===== config.mk =====
export PLATFORM = sky130hd
export DESIGN_NAME = vga_timing_gen
export DESIGN_NICKNAME = d
export VERILOG_FILES = /design/src/rtl/vga_timing_gen.sv
export SDC_FILE = /design/constraint.sdc
export NUM_CORES = 1
export LEC_CHECK = 0
export CORE_UTILIZATION = 55
export CTS_CLUSTER_DIAMETER = 120
export DETAILED_ROUTE_END_ITERATION = 6
export PLACE_DENSITY = 0.81
export SKIP_CTS_REPAIR_TIMING = 1
export SLEW_MARGIN = 25
export SYNTH_ARGS = -nofsm -noshare
export SYNTH_HDL_FRONTEND = slang
export SYNTH_SLANG_ARGS = --single-unit
export TNS_END_PERCENT = 1

===== constraint.sdc =====
create_clock -name clk -period 6.25 [get_ports clk]
set_input_delay 1.25 -clock clk [delete_from_list [all_inputs] [get_ports clk]]
set_output_delay 1.25 -clock clk [all_outputs]
set_load 0.03 [all_outputs]

===== src/rtl/vga_timing_gen.sv =====
// Parametrised raster timing generator: pixel divider, h/v counters and a
// registered decode stage producing syncs, coordinates and event strobes.
module vga_timing_gen #(
  parameter int       H_ACTIVE = 640,
  parameter int       H_FP     = 16,
  parameter int       H_SYNC   = 96,
  parameter int       H_BP     = 48,
  parameter int       V_ACTIVE = 480,
  parameter int       V_FP     = 11,
  parameter int       V_SYNC   = 2,
  parameter int       V_BP     = 31,
  parameter logic     HS_POL   = 1'b0,
  parameter logic     VS_POL   = 1'b0,
  parameter int       PIX_DIV  = 1,
  parameter int       CNT_W    = 10,
  parameter int       FRAME_W  = 8
) (
  input  logic               clk,
  input  logic               rst,
  input  logic               en,
  output logic [CNT_W-1:0]   x,
  output logic [CNT_W-1:0]   y,
  output logic               video_on,
  output logic               hsync,
  output logic               vsync,
  output logic               pix_ce,
  output logic               line_start,
  output logic               frame_start,
  output logic               vblank_start,
  output logic [FRAME_W-1:0] frame_cnt
);

  localparam int H_TOTAL = H_ACTIVE + H_FP + H_SYNC + H_BP;
  localparam int V_TOTAL = V_ACTIVE + V_FP + V_SYNC + V_BP;
  localparam int DIV_W   = (PIX_DIV > 1) ? $clog2(PIX_DIV) : 1;

  localparam logic [DIV_W-1:0] DIV_LAST   = DIV_W'(PIX_DIV - 1);
  localparam logic [CNT_W-1:0] H_LAST     = CNT_W'(H_TOTAL - 1);
  localparam logic [CNT_W-1:0] V_LAST     = CNT_W'(V_TOTAL - 1);
  localparam logic [CNT_W-1:0] H_ACT      = CNT_W'(H_ACTIVE);
  localparam logic [CNT_W-1:0] V_ACT      = CNT_W'(V_ACTIVE);
  localparam logic [CNT_W-1:0] H_SYNC_ON  = CNT_W'(H_ACTIVE + H_FP);
  localparam logic [CNT_W-1:0] H_SYNC_OFF = CNT_W'(H_ACTIVE + H_FP + H_SYNC);
  localparam logic [CNT_W-1:0] V_SYNC_ON  = CNT_W'(V_ACTIVE + V_FP);
  localparam logic [CNT_W-1:0] V_SYNC_OFF = CNT_W'(V_ACTIVE + V_FP + V_SYNC);

  function automatic logic in_window(input logic [CNT_W-1:0] c,
                                     input logic [CNT_W-1:0] lo,
                                     input logic [CNT_W-1:0] hi);
    return (c >= lo) && (c < hi);
  endfunction

  logic [DIV_W-1:0]   div_q, div_d;
  logic [CNT_W-1:0]   h_q, h_d;
  logic [CNT_W-1:0]   v_q, v_d;
  logic               wrapped_q, wrapped_d;
  logic               tick, h_wrap, v_wrap;

  logic [CNT_W-1:0]   x_q, x_d;
  logic [CNT_W-1:0]   y_q, y_d;
  logic               video_on_q, video_on_d;
  logic               hsync_q, hsync_d;
  logic               vsync_q, vsync_d;
  logic               pix_ce_q, pix_ce_d;
  logic               line_start_q, line_start_d;
  logic               frame_start_q, frame_start_d;
  logic               vblank_start_q, vblank_start_d;
  logic [FRAME_W-1:0] frame_cnt_q, frame_cnt_d;
  logic               first_clk, active;

  // Raster counters; wrapped_q marks that (0,0) was reached by a frame wrap
  // rather than by reset or enable, which gates the frame counter.
  always_comb begin
    tick      = (div_q == DIV_LAST);
    h_wrap    = tick && (h_q == H_LAST);
    v_wrap    = h_wrap && (v_q == V_LAST);
    div_d     = tick ? '0 : div_q + DIV_W'(1);
    h_d       = h_q;
    v_d       = v_q;
    wrapped_d = wrapped_q | v_wrap;
    if (tick) h_d = h_wrap ? '0 : h_q + CNT_W'(1);
    if (h_wrap) v_d = v_wrap ? '0 : v_q + CNT_W'(1);
    if (!en) begin
      div_d     = '0;
      h_d       = '0;
      v_d       = '0;
      wrapped_d = 1'b0;
    end
  end

  // Decode stage: everything below is registered, one clk behind the counters.
  always_comb begin
    first_clk      = en && (div_q == '0);
    active         = (h_q < H_ACT) && (v_q < V_ACT);
    video_on_d     = en && active;
    x_d            = video_on_d ? h_q : '0;
    y_d            = video_on_d ? v_q : '0;
    hsync_d        = (en && in_window(h_q, H_SYNC_ON, H_SYNC_OFF)) ? HS_POL : ~HS_POL;
    vsync_d        = (en && in_window(v_q, V_SYNC_ON, V_SYNC_OFF)) ? VS_POL : ~VS_POL;
    pix_ce_d       = first_clk;
    line_start_d   = first_clk && (h_q == '0);
    frame_start_d  = line_start_d && (v_q == '0);
    vblank_start_d = line_start_d && (v_q == V_ACT);
    frame_cnt_d    = (frame_start_d && wrapped_q) ? frame_cnt_q + FRAME_W'(1) : frame_cnt_q;
  end

  always_ff @(posedge clk or posedge rst) begin
    if (rst) begin
      div_q          <= '0;
      h_q            <= '0;
      v_q            <= '0;
      wrapped_q      <= 1'b0;
      x_q            <= '0;
      y_q            <= '0;
      video_on_q     <= 1'b0;
      hsync_q        <= ~HS_POL;
      vsync_q        <= ~VS_POL;
      pix_ce_q       <= 1'b0;
      line_start_q   <= 1'b0;
      frame_start_q  <= 1'b0;
      vblank_start_q <= 1'b0;
      frame_cnt_q    <= '0;
    end else begin
      div_q          <= div_d;
      h_q            <= h_d;
      v_q            <= v_d;
      wrapped_q      <= wrapped_d;
      x_q            <= x_d;
      y_q            <= y_d;
      video_on_q     <= video_on_d;
      hsync_q        <= hsync_d;
      vsync_q        <= vsync_d;
      pix_ce_q       <= pix_ce_d;
      line_start_q   <= line_start_d;
      frame_start_q  <= frame_start_d;
      vblank_start_q <= vblank_start_d;
      frame_cnt_q    <= frame_cnt_d;
    end
  end

  assign x            = x_q;
  assign y            = y_q;
  assign video_on     = video_on_q;
  assign hsync        = hsync_q;
  assign vsync        = vsync_q;
  assign pix_ce       = pix_ce_q;
  assign line_start   = line_start_q;
  assign frame_start  = frame_start_q;
  assign vblank_start = vblank_start_q;
  assign frame_cnt    = frame_cnt_q;

endmodule


After elaboration in Yosys (flattened, before gate mapping) --
Cells that the tools add are included.
Word-level totals: register bits after elaboration 57, bits of input ports 3, output and inout bits 35, word-level logic and storage cells 59
Operators by class: $add $sub $neg 4, order comparisons 6, equal/unequal tests 5, mux-type cells 13, bitwise logic cells 2, reduce and logical (&&, ||, !) cells 15
Operators with widths (count):
- 10-bit 2-to-1 mux | 8
- 10-bit by 1-bit adder with 10-bit output (second input constant) | 2
- 10-bit == test (second input constant) | 2
- 10-bit logical NOT | 2
- 10-bit less-than comparator (second input constant) | 2
- 10-bit by 9-bit less-than comparator with 1-bit output (second input constant) | 2
- 1-bit logical AND | 13
- 10-bit by 9-bit == test with 1-bit output (second input constant) | 1
- 10-bit greater-or-equal comparator (second input constant) | 1
- 10-bit by 9-bit greater-or-equal comparator with 1-bit output (second input constant) | 1
- 8-bit by 1-bit adder with 8-bit output (second input constant) | 1
- 1-bit 2-to-1 mux | 5
- 2-bit by 1-bit inequality test with 1-bit output (second input constant) | 1
- 2-bit inequality test (second input constant) | 1
- 1-bit adder (second input constant) | 1
- 1-bit inverter | 1
- 1-bit bitwise OR | 1

Depth between registers and ports, before layout --
Gate-level depths: netlist of the first run.
depth in word-level cells 6, depth in mapped cells 6

Worst setup path after synthesis of the first run --
Ideal clock, no wire load.
kind input to register, from input en, to register frame_cnt_q[1], in the netlist frame_cnt[1], arrival time 2.304 ns, data required time 6.125 ns, slack 3.821 ns, stages on the path 4, cells stage by stage nor3b_1 -> nand4_1 -> nor2_1 -> mux2_2
On the way: cells in the longest elaborated chain, start to end 4
RTL lines:
- start, declared | line 20 | input logic en,
- 1-bit logical AND | line 93 | first_clk = en && (div_q == '0);
- 1-bit logical AND | line 101 | line_start_d = first_clk && (h_q == '0);
- 1-bit logical AND | line 102 | frame_start_d = line_start_d && (v_q == '0);
- 1-bit logical AND | line 104 | frame_cnt_d = (frame_start_d && wrapped_q) ? frame_cnt_q + FRAME_W'(1) : frame_cnt_q;
- end signal, assigned | line 137 | frame_cnt_q <= frame_cnt_d;
- end, declared | line 68 | logic [FRAME_W-1:0] frame_cnt_q, frame_cnt_d;
Every way passes these cells. A chain may end at the register's enable or synchronous reset.

Worst setup path after layout of the first run --
Ends and elaborated chain as after synthesis.

==> flow_summary.yaml, run 1 <==
critical_path:
  cp.required_ps: 6450
  crit_arrival_ps: 3450
  cp-end-kind: "flip-flop"
  slowest_delay_ps: 850
  startpoint_type: "input pin"
  path_max_fanout: 18
  crit_type: "in2reg"
  slowest_stage: "clkdlybuf4s50_1"
  path_cells: "clkdlybuf4s50_1 -> nor3b_1 -> nand4_1 -> nor2_1 -> mux2_2"
clocking:
  clock-root-buffer: "clkbuf_8"
  cts_max_path_buffers: 2
  clkLatencyLatePin_ps: 310
  cts_buffers: 5
  clk_pin_slew_worst_paths_ps: 90
  h-tree-depth: 2
  cts_tree: "yes"
  clock_sinks: 56
synth:
  synthArstFlopShare_pct: 100.0
  synth_top_cell_by_area: "dfrtp_1"
  synth_seq_area_share_pct: 56.90
  synth_edf_count: 0
  yosys_warnings: 0
  synth_cells: 219
  ys_top_cells_by_area: "dfrtp_1 55%, and2_1 5.6%, xor2_1 5.0%"
  syn_nets: 228
  synth_seq_cells: 56
  avgSynthCellArea_sq_um: 11.27
  synth.distinct_cells: 42
  ys.flop_type: "dfrtp_1"
  synth.top_cell.area_share_pct: 54.77
  syn-cell-area_sq_um: 2467
final_layout:
  post-route-util_pct: 71.14
  antenna_cells: 0
  drive_above_1_share_pct: 7.905
  nets: 261
  area_growth_syn_to_layout_pct: 19.47
  fin_cells: 303
  final_cell_area_sq_um: 2948
floorplan:
  initial_core_util_pct: 59.54
  core.rowCount: 23
  coreArea_sq_um: 4144
  dieHeight_um: 68.98
  die_x_um: 68.98
  dieArea_sq_um: 4758
  ios: 38
hold_path:
  min_path_type: "reg2reg"
sta:
  hold_viol: 0
  setup_violations: 0
  fin_skew_ps: 7.540
  maxSlewViolCount: 0
  post-route-min-period_ps: 3253
  clock.fmax_ghz: 0.3074
  relSlewSlack_pct: 56.63
  worstMarginPinSlew_ps: 650.5
  hold-worst-slack_ps: 477.6
  min_period_over_period_pct: 52.04
  tns_ps: 0
  rsz0062_at_grt: "no"
grt:
  grt_pass1_wl_um: 7369
  grt_pass1_vias: 1523
  grt_use_total_pct: 21.82
  grt-ovfl-total: 0
  antenna_found_initial: 0
  grt_max_degree: 57
power_and_ir_drop:
  ir_worst_vdd_v: 0.0001262
  cellPowerDensity_nw_per_um2: 215.0
  p_leak_uw: 0.001333
route:
  drc_errors: 0
  wl_per_cell_um: 14.70
  wl_um: 4454
  wl_met1_um: 2080
  wl_met3_um: 236
  via_per_inst: 5.614
  top_layer: "met4"
  dr.pass1.iters: 4
  drtIter0Drc: 117
  route.met2.wl_um: 2035
  ant_nets: 0
  vias: 1701
place:
  dp_cells: 295
  port_buffers: 37
  postPlaceCellArea_sq_um: 2840
  hpwl_um: 3008
  place_congestion: 0.8283
run:
  max_cap_viol_count: 0
status:
  status: "finished clean"
[flip-flops by register name, summed over array words and instances, names as in the netlist]
| name | cells |
|---|---|
| frame_cnt | 8 |
| frame_start | 1 |
| h_q | 10 |
| hsync | 1 |
| line_start | 1 |
| pix_ce | 1 |
| v_q | 10 |
| vblank_start | 1 |
| video_on | 1 |
| vsync | 1 |
| wrapped_q | 1 |
| x | 10 |
| y | 10 |
[power breakdown]
| group | internal, uW | switching, uW | leakage, uW |
|---|---|---|---|
| clock | 119 | 110 | 0.0000552 |
| combinational | 10.8 | 24.1 | 0.000515 |
| sequential | 367 | 3.25 | 0.000763 |
| total | 497 | 137 | 0.00133 |
[routing by layer]
metal  up-vias  global-route usage, %
met1       823                  30.68
met3        10                  5.757
met4         0                  9.184
met5         -                      0
li1        819                      -
met2        49                  31.67
[final cells by class]
cell class	instances	area, sq um
fill	312	1196
inverter	7	28.78
clock buffer	6	72.57
timing repair buffer	37	370.4
clock inverter	2	35.03
multi-input combinational	145	974.7
sequential	56	1404
tap	50	62.56
[layout by cell type, fill, tap and decap left out, types with 6 or more instances in the layout]
| master | Yosys | final |
|---|---|---|
| nand4_1 | 7 | 7 |
| nor4_1 | 8 | 8 |
| nand3_1 | 11 | 11 |
| xor2_1 | 14 | 14 |
| clkdlybuf4s50_1 | 0 | 37 |
| dfrtp_1 | 54 | 54 |
| nor2_1 | 16 | 16 |
| inv_1 | 7 | 6 |
| ha_1 | 6 | 6 |
| and2_1 | 22 | 22 |
| nand2_1 | 12 | 12 |
[synth_stat cells (2+ instances only)]
master and n:
dfrtp_1 54, and2_1 22, nor2_1 16, xor2_1 14, nand2_1 12, nand3_1 11, nor4_1 8, inv_1 7
nand4_1 7, clkbuf_1 6, ha_1 6, nor3_1 5, o21ai_0 5, xnor2_1 5, or3_1 4, or4_4 4
nand4bb_1 3, a21boi_0 2, buf_6 2, dfstp_2 2, nor4b_1 2, o22ai_1 2
[path summary, 6_finish.rpt]
path                         startpoint            to  slack [ps]  cells past startpoint
min reg2reg                frame_cnt[7]  frame_cnt[7]         480                      1
min in group asynchronous           rst          y[2]        1390                      2
min                        frame_cnt[7]  frame_cnt[7]         480                      1
max                                  en  frame_cnt[1]        3000                      5
max in group asynchronous           rst  frame_cnt[5]        4430                      2
max reg2reg                      h_q[0]        v_q[7]        3920                      5
[per-stage QoR]
stage	setup slack [ps]	power (uW)
final	2997	633.9
after global routing	2773	661.4
after CTS	3024	641.3
after detailed placement	2729	412.8
after global placement	2783	411.6
after floorplan	3632	398.5
[critical path, delay by kind of cell]
kind | cells | cell delay (ps)
AND/OR/NAND/NOR | 3 | 1000
buffers and inverters | 1 | 850
multiplexers | 1 | 350
[logic make-up (layout without fill, tap and decap cells)]
group | after synthesis | after routing | share of synthesized area (%)
and+or+nand+nor | 102 | 102 | 24.80
DFF | 56 | 56 | 56.90
xor gates and xnor gates | 19 | 19 | 6.744
buffers and inverters | 18 | 52 | 3.600
AOI/OAI and AO/OA | 15 | 15 | 3.905
adders and majority gates | 6 | 6 | 3.043
muxes | 2 | 2 | 0.8621
other | 1 | 1 | 0.1520
No activity file was read; power rests on OpenSTA's default activity.
==> run 2: changes to the inputs <==
Settings changed: CORE_UTILIZATION 55 to 53, PLACE_DENSITY 0.81 to 0.79.
Clock period 6.25 ns to 3.2 ns, I/O delays scaled along.
==> flow_summary.yaml, run 2 (synthesis results as in run 1) <==
route:
  wl_per_cell_um: 14.23
  wl_met3_um: 213
  wl_um: 4370
  dr.pass1.iters: 4
  vias: 1701
  drc_errors: 0
  via_per_inst: 5.541
  route.met2.wl_um: 2039
  wl_met1_um: 2016
  ant_nets: 0
  top_layer: "met4"
  drtIter0Drc: 99
final_layout:
  ff_latch_area_sq_um: 1404
  area_growth_syn_to_layout_pct: 20.59
  final_cell_mix: "54 x dfrtp_1, 37 x clkdlybuf4s50_1, 22 x and2_1"
  n_fill_cell: 350
  antenna_cells: 0
  nets: 263
  multi_input_comb_area_sq_um: 974.7
  drive_above_1_share_pct: 8.627
  final_common_cell: "dfrtp_1"
floorplan:
  coreArea_sq_um: 4414
  initial_core_util_pct: 55.90
  ios: 38
  dieArea_sq_um: 4932
  die_x_um: 70.23
  core.rowCount: 24
  dieHeight_um: 70.23
sta:
  hold_viol: 0
  clock.fmax_ghz: 0.4424
  post-route-min-period_ps: 2261
  setup_violations: 0
  hold-worst-slack_ps: 475.1
  timing.final.ws_setup_ps: 939.4
  fin_skew_ps: 3.241
  maxSlewViolCount: 0
  tns_ps: 0
  rsz0062_at_grt: "no"
  min_period_over_period_pct: 70.64
clocking:
  cts_max_path_buffers: 2
  cts_tree: "yes"
  clock_sinks: 56
  clk_pin_slew_worst_paths_ps: 90
  clock-root-buffer: "clkbuf_8"
  h-tree-depth: 2
  cts_buffers: 5
  clkLatencyLatePin_ps: 310
place:
  port_buffers: 37
  dp_slack_ps: 637.3
  place_congestion: 0.8567
  hpwl_um: 3049
critical_path:
  cp.required_ps: 3400
  crit_type: "reg2reg"
  startpoint_type: "flip-flop"
  crit_arrival_ps: 2460
  path_max_fanout: 9
  cp-end-kind: "flip-flop"
  r2r_end: "frame_cnt[1]"
  rr_startpoint: "h_q[0]"
  worstSetupStartpoint: "h_q[0]"
  rrSetupSlack_ps: 940
  reg2reg_depth: 6
  critPathCapture: "frame_cnt[1]"
grt:
  grt_use_total_pct: 19.74
  grt_max_degree: 57
  antenna_found_initial: 0
  grt_pass1_vias: 1583
  grt_pass1_wl_um: 7555
  grt-ovfl-total: 0
power_and_ir_drop:
  ir_worst_vdd_v: 0.0003968
  p_comb_share_pct: 5.8
  power_frac_seq_pct: 58.1
  p_switching_uw: 269.4
  switching_share_pct: 21.68
  internal-power_uw: 973.3
  clkPwrFrac_pct: 36.1
  cellPowerDensity_nw_per_um2: 417.7
  p_leak_uw: 0.001347
hold_path:
  min_path_type: "reg2reg"
status:
  status: "finished clean"
run:
  max_cap_viol_count: 0
-- run 2: changes by cell type in the layout (fill, tap and decap cells not counted), sizes merged --
cell and change:
buf +2
-- run 2: how the worst min path moves through the flow --
stage	start	endpoint	slack, ps	cells past startpoint
after floorplan	h_q[0]	h_q[0]	480	1
after global placement	frame_cnt[7]	frame_cnt[7]	460	1
after detailed placement	frame_cnt[7]	frame_cnt[7]	460	1
after CTS	frame_cnt[7]	frame_cnt[7]	480	1
after global routing	frame_cnt[7]	frame_cnt[7]	490	1
final	frame_cnt[7]	frame_cnt[7]	480	1
-- run 2: final cells by class --
class / count / share of cell area, %
flip-flops and latches: 56 / 47.18
multi-input cells: 145 / 32.76
repair buffers: 39 / 13.37
clock buffers: 6 / 2.439
well taps: 52 / 2.187
clock inverters: 2 / 1.177
inverters: 7 / 0.8831
-- run 2: critical path: stages (launching register included) --
cell and delay, ps:
dfrtp_1 440, inv_1 80, ha_1 150, nor4b_1 380, nand4_1 450, nor2_1 310
mux2_2 360
-- run 2: power by group through the flow --
stage	registers [uW]	clock network (uW)	logic (uW)
floorplan	749	0	29.8
global placement	736	0	72.2
detailed placement	737	0	72.9
CTS	722	461	73.6
global route	724	493	80.5
finish	722	449	71.7
-- run 2: layer usage --
| metal | up-vias | track usage [%] |
|---|---|---|
| met5 | - | 0 |
| met2 | 52 | 28.25 |
| li1 | 819 | - |
| met4 | 0 | 8.444 |
| met1 | 820 | 28.61 |
| met3 | 10 | 4.906 |
-- run 2: stage by stage --
step                      total power, uW  instance area [sq um]  instances  utilization, %
after floorplan                     778.4                   2467        219               -
after global placement              808.4                   2868        299           64.97
after detailed placement            809.5                   2868        299           64.97
after CTS                            1256                   2975        307           67.40
after global routing                 1297                   2975        307           67.40
final                                1243                   2975        307           67.40
==> run 3: changes to the inputs <==
Settings changed: CORE_UTILIZATION 53 to 48, PLACE_DENSITY 0.79 to 0.75.
Clock period 3.2 ns to 2 ns, I/O delays scaled along.
==> flow_summary.yaml, run 3 (synthesis results as in run 1) <==
sta:
  hold-worst-slack_ps: 445.8
  setup_violations: 0
  fin_skew_ps: 10.87
  post-route-min-period_ps: 1947
  clock.fmax_ghz: 0.5137
  hold_viol: 0
  tns_ps: 0
  maxSlewViolCount: 0
  rsz0062_at_grt: "no"
  min_period_over_period_pct: 97.34
critical_path:
  path_max_fanout: 3
  cp-end-kind: "flip-flop"
  cp.required_ps: 2170
  crit_type: "reg2reg"
  crit_arrival_ps: 2120
  startpoint_type: "flip-flop"
route:
  drc_errors: 0
  dr.pass1.iters: 4
  vias: 1778
  drtIter0Drc: 102
  ant_nets: 0
  wl_um: 4407
  wl_per_cell_um: 12.66
  via_per_inst: 5.109
run:
  max_cap_viol_count: 0
grt:
  grt_pass1_vias: 1538
  grt_use_total_pct: 18.54
  grt-ovfl-total: 0
  antenna_found_initial: 0
  grt_max_degree: 57
  grt_pass1_wl_um: 7431
floorplan:
  die_x_um: 73.70
  dieArea_sq_um: 5431
  dieHeight_um: 73.70
  ios: 38
  coreArea_sq_um: 4848
  initial_core_util_pct: 50.89
  core.rowCount: 25
place:
  port_buffers: 37
  hpwl_um: 3188
  place_congestion: 0.8615
  postPlaceCellArea_sq_um: 3074
clocking:
  h-tree-depth: 2
  clk_pin_slew_worst_paths_ps: 90
  cts_buffers: 5
  clock-root-buffer: "clkbuf_8"
  cts_tree: "yes"
  cts_max_path_buffers: 2
  clock_sinks: 56
  clkLatencyLatePin_ps: 310
final_layout:
  post-route-util_pct: 66.19
  area_growth_syn_to_layout_pct: 30.07
  final_common_cell: "dfrtp_1"
  final_cell_area_sq_um: 3209
  antenna_cells: 0
  final_cell_mix: "54 x dfrtp_1, 37 x clkdlybuf4s50_1, 27 x buf_4"
  n_fill_cell: 397
  nets: 289
  drive_above_1_share_pct: 18.51
power_and_ir_drop:
  p_leak_uw: 0.001478
  ir_worst_vdd_v: 0.0003729
  cellPowerDensity_nw_per_um2: 603.0
  total_power_uw: 1935
hold_path:
  min_path_type: "in2async"
status:
  status: "finished clean"
## run 3: worst max-delay path, cell delays in order (launching register included)
cell	delay, ps
dfrtp_1	390
or4_4	560
or4_4	530
buf_4	160
nand2_1	80
o22ai_1	90
## run 3: final cells by class
type | instances | area [sq um] | share of cell area (%)
clock buffer | 8 | 100.1 | 3.119
inverter | 7 | 26.28 | 0.8187
multi-input combinational | 145 | 1002 | 31.23
sequential | 56 | 1404 | 43.74
tap | 67 | 83.83 | 2.612
timing repair buffer | 65 | 593.1 | 18.48
## run 3: metrics by stage
step                      cells  setup WS [ps]
final                       348          53.22
after global routing        348          30.60
after CTS                   347          11.13
after floorplan             219          38.85
after detailed placement    339         -93.55
after global placement      339         -49.28
## run 3: worst paths after layout
path                         startpoint           end  slack (ps)  cells past startpoint
setup / recovery                 v_q[5]        v_q[1]          50                      5
hold / removal                      rst        h_q[4]         450                      3
setup reg to reg                 v_q[5]        v_q[1]          50                      5
hold reg to reg            frame_cnt[7]  frame_cnt[7]         480                      1
max in group asynchronous           rst         vsync        1270                      3
min in group clk           frame_cnt[7]  frame_cnt[7]         480                      1
## run 3: metal layers
| layer | share of wire, % | global-route usage, % | vias to the layer above | wire length [um] |
|---|---|---|---|---|
| met4 | 1.8 | 8.333 | 0 | 78 |
| met2 | 44 | 26.40 | 42 | 1922 |
| li1 | - | - | 875 | - |
| met1 | 51 | 27.26 | 854 | 2241 |
| met5 | 0 | 0 | - | 0 |
| met3 | 3.7 | 3.704 | 7 | 164 |
## run 3: power breakdown
group	internal, uW	switching (uW)
combinational	53.1	82.1
sequential	1150	6.27
clock	316	332
total	1520	420
